**src/rtl/fifo_rd_packer.sv**
```systemverilog
`timescale 1ns/1ps
`default_nettype none
// ============================================================================
//  Module   : fifo_rd_packer
//  Purpose  : Read-side consumer for the async FIFO. Drains the show-ahead
//             read port one DSIZE entry per pop, packs NBYTES entries into
//             one OW-bit word (lane 0 = oldest) and presents it on a
//             valid/ready stream. A flush request forces out a partial word
//             with a lane-keep mask.
//  Ports    : i_clk, i_rst_n (async, active-low)
//             i_fifo_rdata / i_fifo_empty / o_fifo_rd : FIFO read port
//             i_flush / o_flush_busy                  : partial-word flush
//             o_tdata / o_tkeep / o_tvalid / i_tready : output stream
//  Revision : 1.0 - initial release
// ============================================================================
module fifo_rd_packer #(
    parameter int DSIZE  = 8,
    parameter int NBYTES = 4
) (
    input  logic                    i_clk,
    input  logic                    i_rst_n,
    input  logic [DSIZE-1:0]        i_fifo_rdata,
    input  logic                    i_fifo_empty,
    output logic                    o_fifo_rd,
    input  logic                    i_flush,
    output logic [DSIZE*NBYTES-1:0] o_tdata,
    output logic [NBYTES-1:0]       o_tkeep,
    output logic                    o_tvalid,
    input  logic                    i_tready,
    output logic                    o_flush_busy
);

    localparam int              OW     = DSIZE * NBYTES;
    localparam int              c_CW   = (NBYTES > 1) ? $clog2(NBYTES) : 1;
    localparam logic [c_CW-1:0] c_LAST = c_CW'(NBYTES - 1);

    logic [OW-1:0]     r_acc;
    logic [c_CW-1:0]   r_cnt;
    logic [OW-1:0]     r_tdata;
    logic [NBYTES-1:0] r_tkeep;
    logic              r_tvalid;
    logic              r_flush_pend;

    logic              w_out_free;
    logic              w_last;
    logic              w_pop;
    logic              w_flush_go;
    logic [OW-1:0]     w_acc_wr;     // accumulator with the popped entry in lane r_cnt
    logic [OW-1:0]     w_part_data;  // accumulator with lanes >= r_cnt zeroed
    logic [NBYTES-1:0] w_lane_used;  // (1 << r_cnt) - 1

    assign w_out_free = !r_tvalid || i_tready;
    assign w_last     = (r_cnt == c_LAST);
    // Reset gates the pop so the FIFO is never drained while we hold reset.
    assign w_pop      = i_rst_n && !i_fifo_empty && !r_flush_pend
                        && (!w_last || w_out_free);
    // Pops are blocked while a flush is pending, so a pop and a flush
    // execution never share an edge.
    assign w_flush_go = r_flush_pend && w_out_free;

    generate
        for (genvar g = 0; g < NBYTES; g++) begin : g_lane
            assign w_lane_used[g] = (c_CW'(g) < r_cnt);
            assign w_acc_wr[g*DSIZE +: DSIZE] =
                (r_cnt == c_CW'(g)) ? i_fifo_rdata : r_acc[g*DSIZE +: DSIZE];
            assign w_part_data[g*DSIZE +: DSIZE] =
                w_lane_used[g] ? r_acc[g*DSIZE +: DSIZE] : {DSIZE{1'b0}};
        end
    endgenerate

    always_ff @(posedge i_clk or negedge i_rst_n) begin
        if (!i_rst_n) begin
            r_acc        <= '0;
            r_cnt        <= '0;
            r_tdata      <= '0;
            r_tkeep      <= '0;
            r_tvalid     <= 1'b0;
            r_flush_pend <= 1'b0;
        end else begin
            // The pop decision was made before this flag is seen, so a pop
            // may still complete on the edge that captures the request.
            if (i_flush && !r_flush_pend) begin
                r_flush_pend <= 1'b1;
            end

            // Handshake drop; overridden below if the register reloads.
            if (r_tvalid && i_tready) begin
                r_tvalid <= 1'b0;
            end

            if (w_pop) begin
                r_acc <= w_acc_wr;
                if (w_last) begin
                    // On the last lane w_acc_wr is {new entry, lanes 0..N-2}.
                    r_tdata  <= w_acc_wr;
                    r_tkeep  <= '1;
                    r_tvalid <= 1'b1;
                    r_cnt    <= '0;
                end else begin
                    r_cnt <= r_cnt + 1'b1;
                end
            end else if (w_flush_go) begin
                r_flush_pend <= 1'b0;
                if (r_cnt != '0) begin
                    r_tdata  <= w_part_data;
                    r_tkeep  <= w_lane_used;
                    r_tvalid <= 1'b1;
                    r_acc    <= '0;
                    r_cnt    <= '0;
                end
            end
        end
    end

    assign o_fifo_rd    = w_pop;
    assign o_tdata      = r_tdata;
    assign o_tkeep      = r_tkeep;
    assign o_tvalid     = r_tvalid;
    assign o_flush_busy = r_flush_pend;

endmodule
`default_nettype wire

```
**config.mk**
```make
export PLATFORM = sky130hd
export DESIGN_NAME = fifo_rd_packer
export DESIGN_NICKNAME = d
export VERILOG_FILES = /design/src/rtl/fifo_rd_packer.sv
export SDC_FILE = /design/constraint.sdc
export NUM_CORES = 1
export LEC_CHECK = 0
export BUFFER_PORTS_ARGS = -buffer_cell sky130_fd_sc_hd__buf_2
export CAP_MARGIN = 5
export CELL_PAD_IN_SITES_DETAIL_PLACEMENT = 0
export CELL_PAD_IN_SITES_GLOBAL_PLACEMENT = 2
export CORE_ASPECT_RATIO = 0.75
export CORE_MARGIN = 1.5
export CORE_UTILIZATION = 37
export CTS_CLUSTER_DIAMETER = 50
export DETAILED_ROUTE_END_ITERATION = 6
export GPL_TIMING_DRIVEN = 0
export PLACE_DENSITY = 0.85
export SETUP_SLACK_MARGIN = 0.15
export SLEW_MARGIN = 40
export SYNTH_ARGS = -nofsm -noshare
export SYNTH_HDL_FRONTEND = slang
export SYNTH_SLANG_ARGS = --single-unit
```
**constraint.sdc**
```tcl
create_clock -name i_clk -period 3.7 [get_ports i_clk]
set_input_delay 0.74 -clock i_clk [delete_from_list [all_inputs] [get_ports i_clk]]
set_output_delay 0.74 -clock i_clk [all_outputs]
set_load 0.02 [all_outputs]
```
# Word level (Yosys, flattened, before mapping)
# Index checks and enable logic that the tools add are counted.
# Widths: inputs -> output; s select.
# classes
add_sub_neg	1
multipliers	0
div_mod_pow	0
magnitude_cmp	4
eq_ne	4
n_shift	0
n_mux	31
n_bitwise	0
n_reduce_logical	18
# ops
operator	n
$mux 32	7
$mux 8	8
$mux 4	4
$mux 1	8
$mux 2	4
$logic_and 1x1->1	6
$reduce_bool 2->1	3
$eq 2x2->1 const B	2
$logic_not 1->1	4
$lt 1x2->1 const A	2
$lt 2x2->1 const A	2
$reduce_and 3->1	1
$add 2x1->2 const B	1
$eq 2x1->1 const B	1
$logic_not 2->1	1
$logic_or 1x1->1	2
$ne 2x1->1 const B	1
$reduce_and 2->1	1
# totals
regBits	72
latchBits	0
ramBits	0
romBits	0
input_bits	13
wordCells	64
mem_count	0

# Logic depth before layout (Yosys ltp)
# depth
depth_word	6
depth_mapped	8
ltp_nobuf	6

# Least setup slack after synthesis
# No wires, ideal clock.
# synth_timing
kind	input to output
startpoint	in i_fifo_empty
endpoint	out o_fifo_rd
arrival_time_ns	1.579
required_ns	2.960
slack_ns	1.381
path_stages	2
path_buffers	0
cell_sequence	or3b_1 nor2_1
# synth_via
elab_chain_len	4
# synth_rtl
element	line_no	text
from (decl)	23	input logic i_fifo_empty,
$logic_not 1->1	55	assign w_pop = i_rst_n && !i_fifo_empty && !r_flush_pend
$logic_and 1x1->1 (2 in a row)	55	
$logic_and 1x1->1	56	&& (!w_last || w_out_free);
to (decl)	24	output logic o_fifo_rd,
# No other way between the ends.

# Worst setup path in the final report
# layout_timing
startpoint	in i_rst_n
endpoint	out o_fifo_rd
# layout_via
elab_chain_len	3
# layout_rtl
element	line_no	text
from (decl)	21	input logic i_rst_n,
$logic_and 1x1->1 (2 in a row)	55	
$logic_and 1x1->1	56	
# No other way between the ends.

==> out/qor.yml <==
finalCritPeriodShare: 0.781
status: "finished, final reports clean"
cap_violations: 0
worstPathRequired_ns: 2.96
fp.dieH_um: 77.5
setup_slack_ns: 0.812
grt_pass1_wl_um: 11800
ir_drop_v: 0.000388
wl_per_cell_um: 17.0
synth.most_common_cell: "dfrtp_1"
vias: 2217
fin_tns_setup_ns: 0
ios: 52
netlist_area_um2: 2740
synth_edf_count: 0
pre_cts_ws_ns: 0.787
start_kind: "input pin"
setup_viol: 0
grt.busiest_layer: "met1"
netlist.area_leader.share: 0.584
yosysTopAreaCell: "dfrtp_1"
hp-class: "input pin to asynchronous set/reset pin"
grt_util_met1: 0.294
use_met2: 0.292
p_clk_frac: 0.212
finalHoldViolCount: 0
gp_congestion: 0.731
critical_path_class: "input pin to output pin"
path_delay_family: "simple AND/OR/NAND/NOR gates"
grt_use_total: 0.200
ys_top_cells_by_count: "dfrtp_1 (64), nand2_1 (36), nor3_1 (24)"
p_sw_w: 0.00109
fin_skew_ns: 0.0120
post_cts_resized: 0
grt.overflow.total: 0
ys_ff_latch: 64
slew_headroom: 0.604
synth_cell_types: 33
netlist_instances: 258
worstSkewPairLatency_ns: 0.34
cts_tree: "built"
clkTransAtPathRegs_ns: 0.07
cts_setup_buffers: 0
synthArstFlopShare: 1.00
port_buffers: 51
synth_nets: 275
area_delta_synth_final_pct: 22.3
tightest_slew_ns: 0.594
clockBufferDepth: 2
critPathMaxFanout: 58
htree_num_levels: 3
p_int_w: 0.00177
synth.avg_cell_area_um2: 10.6
p_seq_frac: 0.406
drive_above_1_share: 0.261
synth_seq_area_share: 0.584
fp.dieArea_um2: 7940
critical_path.max_stage_delay_ns: 0.45
grt_max_degree: 59
min_period_ns: 2.89
cp.arrival_ns: 2.15
first_global_vias: 2145
synth.area.top_cells: "dfrtp_1 (58%), a22o_1 (5.1%), nand2_1 (4.9%), nor3_1 (4.4%), a31oi_1 (3.7%)"
clock.fmax_mhz: 346
dieWidth_um: 102
via_per_inst: 5.23
end_kind: "output pin"
wirelength_um: 7220
ys.flop_type: "dfrtp_1"
power_frac_comb: 0.381
dp_hpwl_um: 4890
rsz0062_at_grt: "false"
ant_nets: 0
diodes: 0
worst_path_max_delay_cell: "or3b_1"
drc: 0
cellLeakagePower_nw: 1.62
ys_warn_count: 0
cp_cell_sequence: "buf_6 > buf_16 > or3b_1 > nor2_1 > buf_2"
drtIter0Drc: 149
nNetsFinal: 338
p_sw_frac: 0.381
root_buffer: "clkbuf_8"
power.density_nw_per_um2: 853
drv_slew: 0
cts_inserted_buffers: 9
rrSetupSlack_ns: 1.33
met3_usage: 0.0532
cts_sinks: 64
cts_hold_buf: 0
holdWs_ns: 0.199
crit_buf_inv: 3
antenna_found_initial: 0
coreArea_um2: 6990
rows: 26
drt_pre_antenna_iters: 4
start_util: 0.392
[worst reg2reg max path, cell delays in order, from the launching register on]
cell	delay [ns]
dfrtp_1	0.40
inv_1	0.14
ha_1	0.22
clkbuf_1	0.36
nand3b_1	0.40
clkbuf_1	0.52
nand3_1	0.15
nand2_1	0.10
[state kept, by name, summed over array words and instances (netlist names)]
signal        flops
r_acc            24
o_flush_busy      1
o_tvalid          1
r_cnt             2
o_tkeep           4
o_tdata          32
[cell type report]
class                      count  area, um^2
buffer                        20         104
timing repair buffer          52         289
inverter                       2        7.51
clock inverter                 3        40.0
fill                         673        3640
sequential                    64        1600
clock buffer                  13         159
multi-input combinational    172        1030
tap                           98         123
[cell families (layout without fill, tap and decap cells)]
logic type,after synthesis,after routing,synth area share
and+or+nand+nor,104,104,0.192
DFF,64,64,0.584
AOI/OAI and AO/OA,62,62,0.155
buffers and inverters,22,90,0.0406
adders and majority gates,4,4,0.0183
muxes,2,2,0.00958
[metal layers]
metal | wire, um | part of all wire
met4 | 50 | 0.0069
met5 | 0 | 0
met2 | 3210 | 0.45
met3 | 392 | 0.054
met1 | 3560 | 0.49
[power by group through the flow]
stage	clock [W]	sequential [W]	combinational, W
floorplan	0	0.00136	0.000533
global placement	0	0.00116	0.00108
detailed placement	0	0.00117	0.00110
CTS	0.000624	0.00116	0.00110
global route	0.000648	0.00121	0.00121
finish	0.000606	0.00116	0.00109
[through the flow]
step            util  power, W  std cells  instance area (um^2)
2_1_floorplan      -   0.00190        258                  2740
3_3_place_gp   0.446   0.00225        407                  3120
3_5_place_dp   0.451   0.00227        408                  3150
4_1_cts        0.479   0.00289        424                  3350
5_1_grt        0.479   0.00306        424                  3350
6_report       0.479   0.00286        424                  3350
[worst paths after layout]
| kind | startpoint | to | cells past startpoint |
|---|---|---|---|
| worst min register to register | o_tkeep[0] | o_tkeep[0] | 1 |
| max in group asynchronous | i_rst_n | r_acc[18] | 2 |
| worst max register to register | r_cnt[1] | r_acc[14] | 7 |
| min in group i_clk | o_tkeep[0] | o_tkeep[0] | 1 |
| worst min-delay path | i_rst_n | o_tdata[5] | 1 |
| worst max-delay path | i_rst_n | o_fifo_rd | 5 |
[placed cells by master, fill, tap and decap left out, types with 2 or more instances in the layout]
master    count
a21oi_1       8
ha_1          4
or3_1         2
dfrtp_1      64
clkinv_2      2
and3_1        4
nand3b_1      2
buf_6         3
a22o_1       16
o31ai_1       2
nand2_1      36
nand3_1      17
clkbuf_8     11
o21ai_0       9
inv_1         2
nor3b_2       2
buf_2        61
clkbuf_1      8
nand2b_1      9
nor2_1        2
nor3_1       24
a31oi_1      16
a22oi_1       8
Note: power is estimated with default switching activity, not from simulation.
